<file path="config.mk">
export PLATFORM = sky130hd
export DESIGN_NAME = antirrebote_updown_flat
export DESIGN_NICKNAME = d
export VERILOG_FILES = /design/src/rtl/antirrebote_updown_if.sv /design/src/rtl/antirrebote_updown.sv /design/src/flat_wrapper.sv
export SDC_FILE = /design/constraint.sdc
export NUM_CORES = 1
export LEC_CHECK = 0
export BUFFER_PORTS_ARGS = -buffer_cell sky130_fd_sc_hd__buf_4
export CAP_MARGIN = 20
export CORE_MARGIN = 3
export CORE_UTILIZATION = 50
export DETAILED_ROUTE_END_ITERATION = 6
export PLACE_DENSITY_LB_ADDON = 0.12
export SYNTH_ARGS = -nofsm -noshare
export SYNTH_HDL_FRONTEND = slang
export SYNTH_SLANG_ARGS = --single-unit
</file>
<file path="constraint.sdc">
create_clock -name clk -period 2.7 [get_ports clk]
set_clock_uncertainty 0.15 [all_clocks]
set_input_delay 0 -clock clk [delete_from_list [all_inputs] [get_ports clk]]
set_output_delay 0 -clock clk [all_outputs]
set_load 0.01 [all_outputs]
</file>
<file path="src/rtl/antirrebote_updown_if.sv">
// rtl/antirrebote_updown_if.sv - raw button inputs and conditioned pulse/level outputs
interface antirrebote_updown_if;
    logic btn_up;
    logic btn_down;
    logic up;
    logic down;
    logic up_level;
    logic down_level;

    modport master (
        output btn_up,
        output btn_down,
        input  up,
        input  down,
        input  up_level,
        input  down_level
    );

    modport slave (
        input  btn_up,
        input  btn_down,
        output up,
        output down,
        output up_level,
        output down_level
    );
endinterface

</file>
<file path="src/rtl/antirrebote_updown.sv">
// rtl/antirrebote_updown.sv - two-channel button synchronizer/debouncer producing one-cycle up/down pulses
// Optional hold-to-repeat pulses are built only when ANTIRREBOTE_AUTOREPEAT_EN is defined.
module antirrebote_updown #(
    parameter int DEBOUNCE_CYCLES = 12000,
    parameter int REPEAT_DELAY    = 6000000,
    parameter int REPEAT_PERIOD   = 1200000
) (
    input  logic                  clk,
    input  logic                  rst,
    antirrebote_updown_if.slave   bus
);

    localparam int CW = $clog2(DEBOUNCE_CYCLES + 1);
    localparam logic [CW-1:0] CNT_LAST = CW'(DEBOUNCE_CYCLES - 1);

    typedef enum logic [1:0] {
        SUELTO,
        VALIDANDO_PRESION,
        PRESIONADO,
        VALIDANDO_SUELTA
    } state_t;

    logic [1:0] btn_raw;
    logic [1:0] raw_pulse;
    logic [1:0] level;
    logic       up_q;
    logic       down_q;

    assign btn_raw = {bus.btn_down, bus.btn_up};

    for (genvar g = 0; g < 2; g++) begin : g_ch
        state_t        state;
        logic [CW-1:0] cnt;
        logic          s1;
        logic          s2;
        logic          lvl;
        logic          press_done;
        logic          rep_fire;

        always_ff @(posedge clk or posedge rst) begin
            if (rst) begin
                s1 <= 1'b0;
                s2 <= 1'b0;
            end else begin
                s1 <= btn_raw[g];
                s2 <= s1;
            end
        end

        assign press_done = (state == VALIDANDO_PRESION) && s2 && (cnt == CNT_LAST);

        always_ff @(posedge clk or posedge rst) begin
            if (rst) begin
                state <= SUELTO;
                cnt   <= '0;
                lvl   <= 1'b0;
            end else begin
                case (state)
                    SUELTO: begin
                        if (s2) begin
                            state <= VALIDANDO_PRESION;
                            cnt   <= CW'(1);
                        end else begin
                            cnt <= '0;
                        end
                    end
                    VALIDANDO_PRESION: begin
                        if (!s2) begin
                            state <= SUELTO;
                            cnt   <= '0;
                        end else if (cnt == CNT_LAST) begin
                            state <= PRESIONADO;
                            cnt   <= '0;
                            lvl   <= 1'b1;
                        end else if (cnt != '1) begin
                            cnt <= cnt + 1'b1;
                        end
                    end
                    PRESIONADO: begin
                        if (!s2) begin
                            state <= VALIDANDO_SUELTA;
                            cnt   <= CW'(1);
                        end
                    end
                    VALIDANDO_SUELTA: begin
                        if (s2) begin
                            state <= PRESIONADO;
                            cnt   <= '0;
                        end else if (cnt == CNT_LAST) begin
                            state <= SUELTO;
                            cnt   <= '0;
                            lvl   <= 1'b0;
                        end else if (cnt != '1) begin
                            cnt <= cnt + 1'b1;
                        end
                    end
                    default: begin
                        state <= SUELTO;
                        cnt   <= '0;
                    end
                endcase
            end
        end

`ifdef ANTIRREBOTE_AUTOREPEAT_EN
        localparam int RMAX = (REPEAT_DELAY > REPEAT_PERIOD) ? REPEAT_DELAY : REPEAT_PERIOD;
        localparam int RW   = $clog2(RMAX + 1);
        localparam logic [RW-1:0] DELAY_LAST  = RW'(REPEAT_DELAY - 1);
        localparam logic [RW-1:0] PERIOD_LAST = RW'(REPEAT_PERIOD - 1);

        logic [RW-1:0] rcnt;
        logic          rarmed;

        // First repeat waits REPEAT_DELAY, later ones REPEAT_PERIOD; only while still held.
        assign rep_fire = (state == PRESIONADO) && s2 &&
                          (rcnt == (rarmed ? PERIOD_LAST : DELAY_LAST));

        always_ff @(posedge clk or posedge rst) begin
            if (rst) begin
                rcnt   <= '0;
                rarmed <= 1'b0;
            end else if ((state == PRESIONADO) && s2) begin
                if (rep_fire) begin
                    rcnt   <= '0;
                    rarmed <= 1'b1;
                end else begin
                    rcnt <= rcnt + 1'b1;
                end
            end else begin
                rcnt   <= '0;
                rarmed <= 1'b0;
            end
        end
`else
        assign rep_fire = 1'b0;
`endif

        assign raw_pulse[g] = press_done | rep_fire;
        assign level[g]     = lvl;
    end

    // Coincident pulses cancel so the counter never sees up and down together.
    always_ff @(posedge clk or posedge rst) begin
        if (rst) begin
            up_q   <= 1'b0;
            down_q <= 1'b0;
        end else begin
            up_q   <= raw_pulse[0] & ~raw_pulse[1];
            down_q <= raw_pulse[1] & ~raw_pulse[0];
        end
    end

    assign bus.up         = up_q;
    assign bus.down       = down_q;
    assign bus.up_level   = level[0];
    assign bus.down_level = level[1];

endmodule

</file>
<file path="src/flat_wrapper.sv">
// flat-port wrapper written by rule: the top's interface ports become plain ports
module antirrebote_updown_flat 
#(
    parameter int DEBOUNCE_CYCLES = 12000,
    parameter int REPEAT_DELAY    = 6000000,
    parameter int REPEAT_PERIOD   = 1200000
)
  (clk, rst, bus_btn_up, bus_btn_down, bus_up, bus_down, bus_up_level, bus_down_level);
  antirrebote_updown_if bus_i ();
  input  logic clk;
  input  logic rst;
  input wire logic [$bits(bus_i.btn_up)-1:0] bus_btn_up;
  input wire logic [$bits(bus_i.btn_down)-1:0] bus_btn_down;
  output wire logic [$bits(bus_i.up)-1:0] bus_up;
  output wire logic [$bits(bus_i.down)-1:0] bus_down;
  output wire logic [$bits(bus_i.up_level)-1:0] bus_up_level;
  output wire logic [$bits(bus_i.down_level)-1:0] bus_down_level;
  assign bus_i.btn_up = bus_btn_up;
  assign bus_i.btn_down = bus_btn_down;
  assign bus_up = bus_i.up;
  assign bus_down = bus_i.down;
  assign bus_up_level = bus_i.up_level;
  assign bus_down_level = bus_i.down_level;
  antirrebote_updown #(.DEBOUNCE_CYCLES(DEBOUNCE_CYCLES), .REPEAT_DELAY(REPEAT_DELAY), .REPEAT_PERIOD(REPEAT_PERIOD)) u_core (.clk(clk), .rst(rst), .bus(bus_i));
endmodule
</file>
# Yosys cells after proc, flatten, opt, wreduce, memory -nomap -nowiden
# Cells that the tools add are included.
totals:
  register_bits: 40
  in_bits: 4
  output_inout_bits: 4
  elab_cells: 94
classes:
  addsub: 2
  eq_ne: 26
  n_mux: 38
  bitwise: 4
  reduce_logical: 12
op_table:
  columns: ["cell", "n"]
  rows:
  - ["$mux W14", 10]
  - ["$pmux W14 S4", 2]
  - ["$add A14 B1 Y14 const B", 2]
  - ["$eq A14 B14 Y1 const B", 2]
  - ["$ne A14 B14 Y1 const B", 2]
  - ["$mux W2", 12]
  - ["$pmux W2 S4", 2]
  - ["$ne A2 B1 Y1 const B", 6]
  - ["$ne A2 B2 Y1 const B", 6]
  - ["$mux W1", 10]
  - ["$reduce_and A5 Y1", 2]
  - ["$eq A2 B2 Y1 const B", 4]
  - ["$reduce_and A4 Y1", 2]
  - ["$ne A3 B1 Y1 const B", 2]
  - ["$ne A3 B3 Y1 const B", 2]
  - ["$eq A2 B1 Y1 const B", 2]
  - ["$logic_and A1 B1 Y1", 4]
  - ["$logic_not A2 Y1", 2]
  - ["$pmux W1 S2", 2]
  - ["$reduce_bool A2 Y1", 2]
  - ["$and A1 B1 Y1", 2]
  - ["$not A1 Y1", 2]

# Longest topological paths before layout
depth:
  depth_word: 5
  ltp_mapped: 7
  depth_no_buf: 6

# Worst setup path before layout
# No wires, ideal clock.
synth_timing:
  kind: "reg2reg"
  from: "register u_core.g_ch[0].cnt[0]"
  to: "register u_core.g_ch[0].cnt[0]"
  setup_ns: 0.124
  t_arrival_ns: 1.813
  required_ns: 2.426
  path_slack_ns: 0.613
  stages_incl_launch_ff: 8
  synth_period_minus_slack_ns: 2.087
  cell_sequence: "dfrtp_1 -> ha_1 -> nand4_2 -> or4_1 -> buf_6 -> o21a_1 -> o22ai_1 -> nor3_2"
synth_via:
  elab_chain_len: 5
  word_cells_on_any_way: 8
  classes_between: "add/sub: 1; eq/ne: 2; mux: 5"
synth_rtl:
  columns: ["item", "line_no", "source"]
  rows:
  - ["start, declared", "antirrebote_updown.sv:33", "logic [CW-1:0] cnt;"]
  - ["start signal, assigned", "antirrebote_updown.sv:76", "cnt <= cnt + 1'b1;"]
  - ["start signal, assigned", "antirrebote_updown.sv:94", "cnt <= cnt + 1'b1;"]
  - ["$add A14 B1 Y14 or $ne A14 B14 Y1 (tied branches)", null, null]
  - ["$mux W14", "antirrebote_updown.sv:75, antirrebote_updown.sv:93", null]
  - ["$mux W14 *", "antirrebote_updown.sv:71", "end else if (cnt == CNT_LAST) begin"]
  - ["$mux W14 (on tied branches)", "antirrebote_updown.sv:86, antirrebote_updown.sv:68", null]
  - ["$pmux W14 S4 *", "antirrebote_updown.sv:58", "case (state)"]
# Every way passes the cells marked *; elsewhere a longest branch is shown, timed or not.
# A chain may end at the register's enable or synchronous reset.

# Final worst setup path
layout_timing:
  from: "register u_core.g_ch[0].cnt[0]"
  to: "register u_core.g_ch[0].cnt[7]"
# Same word-level chain as after synthesis.

==> run summary <==
Status: finished, final reports clean
CTS tree: yes
VDD IR max: 381 uV
Max cap viols: 0
Setup Buffers After CTS: 0
Die width: 72.3 microns
Seq/Total Area, Yosys: 45.5%
Final setup fails: 0
Ports: 8
Area grow syn2layout: 12.7%
Vias per cell: 6.11
Die Span Y: 72.3 microns
Gr busiest metal: met1
Asr flop ratio synth: 100%
Root Buffer: clkbuf_8
Post-route design area: 2480 sq um
Vias in the first global route: 1639
Clk slew on worst S/H paths: 80 ps
Total Neg Setup Slack: 0 ps
Met1 Use GR: 27.4%
RSZ-0062 raised after global routing: false
Post-synth top flop: dfrtp_1
Critical path peak fanout: 10
Placed Area: 2290 sq um
Hold_ws: 198 ps
Worst setup SP type: register
Synth cell types: 55
Static Leak: 1.05 nW
Gpl congestion: 0.839
Number of port buffers: 7
Hold WC Path Type: in2reg
Largest net degree at the start of global routing: 25
Insertion delay to the later sink of the worst-skew pair: 300 ps
CP arrival: 2420 ps
Hold path depth: 2
Drt drc: 0
Max-slew violation count: 0
CTS Buf Count: 5
R2R depth: 6
FILL cells: 372
Min Clock Period, post-route: 2350 ps
Syn_nets: 245
Synth top area share: 45.5%
Standard-cell row count: 23
Gate Count Post-Synth: 239
Worst-Margin Slew: 906 ps
Critical R2R Capture: u_core.g_ch[0].cnt[7]$_DFFE_PP0P_
Share of cells above drive strength 1: 11.2%
Clk sinks: 40
Critical Path RT: 2760 ps
Crit path kind: reg2reg
Post-synth EDFFs: 0
Endpoints failing hold: 0
Reg2Reg Launch Point: u_core.g_ch[0].cnt[0]$_DFFE_PP0P_
Initial Util: 53.5%
Core ar.: 4120 sq um
Worst hold path endpoint: u_core.g_ch[0].s1$_DFF_PP0_
Final wirelength: 4430 microns
Initial antenna violation count: 0
First-pass GRT wire length: 7640 microns
Yosys reg bits: 40
Synthesized area: 2200 sq um
NumNets Final: 256
Pwr/cell area: 554 nW/um^2
DRT Pass-1 Iters: 4
WL per Instance: 14.7 microns
DRT antenna net count: 0
Total GRT Usage: 18.5%
CP endpoint kind: register
Routed vias: 1840
CP startpoint: u_core.g_ch[0].cnt[0]$_DFFE_PP0P_
Met3 Use GR: 5.68%
Die area: 5230 sq um
CTS H-tree lvls: 2
Max_slew headroom: 39.5%
CTS max path bufs: 2
Starting DRT DRC Count: 176
Synth top area cells: dfrtp_1 (46%), nand3_1 (4.6%), xor2_1 (4.0%), nor2_1 (3.9%), nand2_1 (3.4%)
Met2 Track Usage GR: 24.9%
Synth area leader: dfrtp_1
Final worst-path cycle share: 87.1%
GRT overflow: 0
Fmax achieved: 0.425 GHz
Ys Warns: 0
Syn Area/Cell: 9.20 sq um
Worst hold path startpoint: bus_btn_up
Post-DP HPWL: 3070 microns
Final Util: 60.3%
Diodes inserted: 0
Worst R2R Setup Slack: 350 ps
## cells in the mapped netlist, drive strengths merged, types with 3 or more instances
cell type / count
a21oi: 13
a31oi: 9
and3: 9
buf: 4
clkbuf: 4
dfrtp: 40
inv: 6
nand2: 21
nand2b: 3
nand3: 20
nand4: 10
nor2: 25
nor3: 6
nor3b: 3
nor4: 4
o21a: 3
o21ai: 13
or3: 4
xor2: 10
## layout by cell type, fill, tap and decap left out, types with 2 or more instances in the layout
master,n
a21oi_1,13
a22o_1,2
a31oi_1,9
and2_1,2
and3_1,8
buf_4,9
bufinv_16,3
clkbuf_8,5
dfrtp_1,40
dlygate4sd3_1,3
ha_1,2
inv_1,6
nand2_1,20
nand2b_1,2
nand3_1,20
nand3b_1,2
nand4_1,9
nand4b_1,2
nor2_1,23
nor3_1,5
nor3b_1,2
nor4_1,3
o211ai_1,2
o21a_1,3
o21ai_0,6
o21ai_1,7
or3_1,4
or4_1,2
xor2_1,10
## registers in the layout, summed over array words and instances (netlist names), named ones only
name	count
u_core.bus.down_level	1
u_core.bus.up_level	1
u_core.g_ch.cnt	28
u_core.bus.up	1
u_core.g_ch.s1	2
u_core.bus.down	1
u_core.g_ch.s2	2
u_core.g_ch.state	2
## report_power, final
part           switching (mW)  internal [mW]  total, mW
sequential             0.0188          0.612      0.631
clock                   0.219          0.462      0.682
combinational          0.0359         0.0260     0.0619
total                   0.274           1.10       1.37
## critical path: stages (launching register included)
cell and delay (ps):
dfrtp_1 430, ha_1 250, nand4_2 170, or4_1 740
nor3b_1 230, nand2b_4 140, a31oi_1 170
## timing repair
item,in CTS,in global routing
hold buffers,3,0
endpoints found under the hold margin,24,0
resized for setup,0,1
endpoints found under the setup margin,0,1
## routing by layer
layer | vias up | share of wire, %
met5 | - | 0
li1 | 899 | -
met1 | 868 | 51
met3 | 12 | 6.4
met2 | 61 | 40
met4 | 0 | 2.3
## how the worst max path moves through the flow
| stage | slack (ps) | depth (start not counted) | end |
|---|---|---|---|
| after floorplan | 610 | 7 | u_core.g_ch[0].cnt[0]$_DFFE_PP0P_ |
| after global placement | 390 | 6 | u_core.g_ch[0].cnt[7]$_DFFE_PP0P_ |
| after detailed placement | 260 | 6 | u_core.g_ch[1].cnt[7]$_DFFE_PP0P_ |
| after CTS | 220 | 6 | u_core.g_ch[1].cnt[4]$_DFFE_PP0P_ |
| after global routing | 150 | 6 | u_core.g_ch[1].cnt[4]$_DFFE_PP0P_ |
| final | 350 | 6 | u_core.g_ch[0].cnt[7]$_DFFE_PP0P_ |
## per-stage QoR
step / std cells / setup slack (ps) / total power [mW]
after global placement: 290 / 392 / 0.700
after global routing: 301 / 154 / 1.42
final: 301 / 348 / 1.37
after detailed placement: 290 / 258 / 0.701
after CTS: 301 / 224 / 1.38
after floorplan: 239 / 613 / 0.684
## final cells by class
cell class              count  area (sq um)  share of cell area (%)
clock inverters             3          90.1                    3.63
well taps                  50          62.6                    2.52
flip-flops and latches     40          1000                    40.4
multi-input cells         185          1140                    45.9
clock buffers               5          68.8                    2.77
repair buffers             12          97.6                    3.94
inverters                   6          22.5                   0.908
## cells by family (layout without fill, tap and decap cells)
group                      Yosys count  count (layout)  synth area share, %
buffers and inverters               14              26                 3.01
muxes                                1               1                0.512
and+or+nand+nor                    119             119                 30.7
xor gates and xnor gates            11              11                 4.38
AOI/OAI and AO/OA                   51              51                 14.3
DFF                                 40              40                 45.5
adders and majority gates            3               3                 1.59
Power figures use the tool's default switching activity.
